--- src/rtl/ad_dec.sv ---
// Boxcar decimator: averages blocks of 2^cfg_shift ADC samples and queues the
// truncated 16-bit means in a first-word-fall-through FIFO with sticky overflow.
module ad_dec #(
  parameter int FIFO_AW = 4,
  parameter int ACC_W   = 23
) (
  input  logic               clk_sys,
  input  logic               rst_n,
  input  logic [15:0]        ad_data,
  input  logic               ad_vld,
  input  logic               cfg_en,
  input  logic [2:0]         cfg_shift,
  input  logic               cfg_clr,
  output logic [15:0]        dec_data,
  output logic               dec_vld,
  input  logic               dec_rdy,
  output logic [FIFO_AW:0]   fifo_cnt,
  output logic               ovf
);

  localparam int DEPTH = 1 << FIFO_AW;
  localparam int CW    = FIFO_AW + 1;

  typedef enum logic {IDLE, ACC} state_t;

  typedef struct packed {
    logic        vld;
    logic [15:0] data;
  } push_t;

  state_t           state, state_nxt;
  logic [ACC_W-1:0] acc, acc_nxt, acc_sum;
  logic [6:0]       cnt, cnt_nxt, blk_last;
  logic [2:0]       shift_q, shift_nxt;
  push_t            push, push_nxt;

  assign acc_sum  = acc + ACC_W'(ad_data);
  // Index of the last sample in a block: 2^shift_q - 1.
  assign blk_last = ~(7'h7f << shift_q);

  always_ff @(posedge clk_sys or negedge rst_n) begin
    if (!rst_n) begin
      state   <= IDLE;
      acc     <= '0;
      cnt     <= '0;
      shift_q <= '0;
      push    <= '0;
    end else begin
      state   <= state_nxt;
      acc     <= acc_nxt;
      cnt     <= cnt_nxt;
      shift_q <= shift_nxt;
      push    <= push_nxt;
    end
  end

  always_comb begin
    state_nxt     = state;
    acc_nxt       = acc;
    cnt_nxt       = cnt;
    shift_nxt     = shift_q;
    push_nxt.vld  = 1'b0;
    push_nxt.data = push.data;
    case (state)
      IDLE: begin
        acc_nxt = '0;
        cnt_nxt = '0;
        if (cfg_en) begin
          state_nxt = ACC;
          shift_nxt = cfg_shift;
        end
      end
      ACC: begin
        if (!cfg_en) begin
          state_nxt = IDLE;
          acc_nxt   = '0;
          cnt_nxt   = '0;
        end else if (ad_vld) begin
          if (cnt == blk_last) begin
            push_nxt.vld  = 1'b1;
            push_nxt.data = 16'(acc_sum >> shift_q);
            acc_nxt       = '0;
            cnt_nxt       = '0;
            shift_nxt     = cfg_shift;
          end else begin
            acc_nxt = acc_sum;
            cnt_nxt = cnt + 7'd1;
          end
        end
      end
    endcase
  end

  // FIFO with a registered head word.
  logic [15:0]        mem [DEPTH];
  logic [FIFO_AW-1:0] wr_ptr, rd_ptr, rd_ptr_nxt;
  logic [CW-1:0]      cnt_after;
  logic [15:0]        head_nxt;
  logic               full, pop, wr_en, drop;

  assign dec_vld    = (fifo_cnt != '0);
  assign full       = (fifo_cnt == CW'(DEPTH));
  assign pop        = dec_vld && dec_rdy;
  assign wr_en      = push.vld && (!full || pop);
  assign drop       = push.vld && full && !pop;
  assign rd_ptr_nxt = rd_ptr + FIFO_AW'(pop);
  assign cnt_after  = fifo_cnt + CW'(wr_en) - CW'(pop);
  // When nothing else survives the pop, the incoming word becomes the head directly.
  assign head_nxt   = (wr_en && (fifo_cnt == CW'(pop))) ? push.data : mem[rd_ptr_nxt];

  always_ff @(posedge clk_sys) begin
    if (wr_en) mem[wr_ptr] <= push.data;
  end

  always_ff @(posedge clk_sys or negedge rst_n) begin
    if (!rst_n) begin
      wr_ptr   <= '0;
      rd_ptr   <= '0;
      fifo_cnt <= '0;
      dec_data <= '0;
      ovf      <= 1'b0;
    end else begin
      if (wr_en) wr_ptr <= wr_ptr + FIFO_AW'(1);
      rd_ptr   <= rd_ptr_nxt;
      fifo_cnt <= cnt_after;
      if (cnt_after != '0) dec_data <= head_nxt;
      if (drop)         ovf <= 1'b1;
      else if (cfg_clr) ovf <= 1'b0;
    end
  end

endmodule

--- config.mk ---
export PLATFORM = sky130hd
export DESIGN_NAME = ad_dec
export DESIGN_NICKNAME = d
export VERILOG_FILES = /design/src/rtl/ad_dec.sv
export SDC_FILE = /design/constraint.sdc
export NUM_CORES = 1
export LEC_CHECK = 0
export ABC_CLOCK_PERIOD_IN_PS = 5000
export BUFFER_PORTS_ARGS = -buffer_cell sky130_fd_sc_hd__buf_2
export CAP_MARGIN = 40
export CORE_MARGIN = 2
export CORE_UTILIZATION = 65
export CTS_CLUSTER_SIZE = 20
export DETAILED_ROUTE_END_ITERATION = 6
export GPL_TIMING_DRIVEN = 0
export PLACE_DENSITY = 0.83
export SYNTH_ARGS = -nofsm -noshare
export SYNTH_HDL_FRONTEND = slang
export SYNTH_SLANG_ARGS = --single-unit
--- constraint.sdc ---
create_clock -name clk_sys -period 5 [get_ports clk_sys]
set_input_delay 1 -clock clk_sys [delete_from_list [all_inputs] [get_ports clk_sys]]
set_output_delay 1 -clock clk_sys [all_outputs]
set_load 0.01 [all_outputs]
==> impl_metrics.csv <==
group,metric,value,unit
status,outcome,"finished, final reports clean",
place,portBuffers,47,
cts,cts_tree,"yes",
layout,diodes,0,
pwr,power_density,569.7,nW/um2
timing,setup_violations,0,
pwr,p_leak,6.482,nW
yosys,synthesis.nets,1137,
run,cap_violations,0,
floorplan,fp-row-count,56,
worst_setup_path,crit_type,"reg2reg",
hold_path,worstHoldPathType,"in2async",
floorplan,coreArea,23330,um2
pwr,switchingPower,3.568,mW
worst_setup_path,cp_top_family,"buffers and inverters",
yosys,synth-edff-count,256,
detailed_routing,num_vias,10080,
cts,clock_path_buffers,3,
yosys,avgSynthCellArea,14.23,um2
worst_setup_path,cp_num_buf_inv,5,
detailed_routing,drtPass1Iterations,5,
timing,rsz0062_at_grt,"false",
cts,cts_setup_buffers,0,
cts,cts_buffers,34,
timing,clock_skew,0.01591,ns
timing,drv_slew,0,
worst_setup_path,cp_max_fo,10,
detailed_routing,wirelength,38340,um
worst_setup_path,slowest_stage,"clkbuf_1",
cts,cts_resized,0,
worst_setup_path,critical_path.max_stage_delay,0.61,ns
cts,htreeDepth,2,
global_route,grt_use_total,32.07,%
layout,nets,1239,
yosys,synth_ff_type,"edfxtp_1",
worst_setup_path,critPathRequiredTime,5.38,ns
timing,max_freq,218.5,MHz
place,gp_congestion,0.9070,
layout,most-common-layout-cells,"edfxtp_1 (256), nand2_1 (124), dfrtp_1 (81)",
cts,clk_pin_slew,0.06,ns
floorplan,die_w,157.9,um
timing,holdWs,0.4626,ns
timing,hold_viol_final,0,
worst_setup_path,worstSetupEndpointType,"register",
cts,clock-sinks,337,
layout,area_delta_synth_final,12.84,%
global_route,grt_pass1_wl,58240,um
yosys,synthDistinctLibCells,74,
layout,final-seq-area,9714,um2
pwr,power_frac_comb,34.4,%
worst_setup_path,critical_path.cell_chain,"inv_1 -> ha_1 -> nand2_1 -> or3_1 -> nand2_1 -> inv_1 -> ha_1 -> ha_1 -> clkbuf_1 -> clkbuf_1 -> clkbuf_2 -> mux4_2 -> nand2_1 -> a31oi_1 -> mux2i_1 -> a21oi_1",
detailed_routing,viasPerCell,6.595,
floorplan,start_util,65.97,%
worst_setup_path,crit_path_start_kind,"register",
global_route,antenna_found_initial,0,
place,hpwlAfterDp,25200,um
layout,drive_above_1_share,20.08,%
detailed_routing,ant_nets,0,
yosys,syn_inst,1082,
global_route,grt_start_max_net_pins,44,
cts,clock-root-buffer,"clkbuf_16",
pwr,power_frac_clock,25.0,%
timing,finalCritPeriodShare,91.54,%
cts,hold_buffers,0,
pwr,switching_share,36.06,%
timing,setup_tns,0,ns
yosys,yosysWarnings,0,
timing,layout_min_cycle_time,4.577,ns
detailed_routing,routedWlPerCell,25.08,um
timing,worstMarginPinSlew,0.8991,ns
timing,relSlewSlack,39.73,%
layout,fillCellCount,1401,
pwr,peakVddDrop,0.0003874,V
yosys,ys_ff_latch,337,
layout,multi_input_area,5350,um2
global_route,overflow,0,
yosys,synth_seq_area_share,63.11,%
yosys,synthArstFlopShare,24.04,%
floorplan,die_area,24930,um2
cts,insertion_delay,0.53,ns
detailed_routing,drtIter0Drc,1185,
yosys,syn_area,15390,um2
floorplan,die_h,157.9,um
layout,final_common_cell,"edfxtp_1",
detailed_routing,drc,0,
pwr,p_int,6.327,mW
worst_setup_path,worstPathArrival,4.95,ns
floorplan,io_pins,48,
global_route,grt_pass1_vias,10030,
pwr,seq_power_share,40.6,%
-- cells by family (layout without fill, tap and decap cells) --
| family | count (synthesis) | after routing | share of synthesized area, % |
|---|---|---|---|
| fa+ha+maj | 30 | 30 | 2.536 |
| flops | 337 | 337 | 63.11 |
| mux | 113 | 113 | 13.53 |
| xor+xnor | 29 | 29 | 1.650 |
| buf+inv | 92 | 220 | 2.406 |
| simple gates | 290 | 290 | 8.438 |
| compound gates | 191 | 191 | 8.332 |
-- routing by layer --
layer	vias up	track usage (%)	share of wire (%)
met5	-	0	0
met4	0	13.98	4.3
met3	105	6.816	11
met2	599	50.89	48
met1	5019	43.59	37
li1	4361	-	-
-- worst paths after layout --
kind,startpoint,to,slack (ns),cells past startpoint
setup / recovery,fifo_cnt[3],dec_data[9],0.42,16
hold / removal,rst_n,acc[17],0.46,1
setup reg to reg,fifo_cnt[3],dec_data[9],0.42,16
hold reg to reg,ovf,ovf,0.49,1
max in group asynchronous,rst_n,dec_data[7],3.91,2
min in group clk_sys,ovf,ovf,0.49,1
-- synthesized netlist by cell type, drive strengths merged (8+ instances only) --
| cell | count | area (um2) |
|---|---|---|
| edfxtp | 256 | 7687 |
| nand2 | 124 | 465.5 |
| dfrtp | 81 | 2027 |
| mux4 | 74 | 1670 |
| nor2 | 73 | 274.0 |
| a21oi | 52 | 264.0 |
| clkbuf | 43 | 161.4 |
| o21ai | 35 | 175.2 |
| ha | 28 | 350.3 |
| mux2i | 28 | 280.3 |
| inv | 27 | 101.4 |
| a31oi | 21 | 131.4 |
| buf | 21 | 103.9 |
| xnor2 | 21 | 183.9 |
| and3 | 20 | 125.1 |
| nand3 | 16 | 80.08 |
| nor3 | 15 | 75.07 |
| a22o | 13 | 113.9 |
| mux2 | 11 | 131.4 |
| a21o | 9 | 67.56 |
| nand4 | 8 | 50.05 |
| xor2 | 8 | 70.07 |
-- flip-flops by register name, indices dropped and copies added (netlist names) --
signal,count
mem,256
fifo_cnt,5
wr_ptr,4
shift_q,3
push,17
acc,23
dec_data,16
ovf,1
rd_ptr,4
state,1
cnt,7
-- area by class of cell --
class | count | share of cell area (%)
flip-flops and latches | 337 | 55.93
multi-input cells | 653 | 30.80
clock buffers | 49 | 5.576
repair buffers | 66 | 2.651
well taps | 319 | 2.298
plain buffers | 64 | 1.534
clock inverters | 13 | 0.6051
inverters | 28 | 0.6051
-- through the flow --
| stage | power (mW) | instances | cell area (um2) | setup slack, ns | util [%] |
|---|---|---|---|---|---|
| 6_report | 9.896 | 1529 | 17370 | 0.4230 | 74.44 |
| 5_1_grt | 10.27 | 1529 | 17370 | 0.2212 | 74.44 |
| 4_1_cts | 9.823 | 1528 | 17360 | 0.1930 | 74.39 |
| 3_5_place_dp | 7.321 | 1466 | 16280 | 0.2531 | 69.79 |
| 3_3_place_gp | 7.144 | 1448 | 16030 | 0.3558 | 68.69 |
| 2_1_floorplan | 6.090 | 1082 | 15390 | 1.287 | - |
-- power groups by stage --
stage	combinational [mW]	clock, mW	sequential (mW)
global placement	3.15	0	4.00
floorplan	2.24	0	3.85
CTS	3.36	2.48	3.99
finish	3.40	2.48	4.01
global route	3.65	2.59	4.03
detailed placement	3.28	0	4.04
Note: power is estimated with default switching activity, not from simulation.
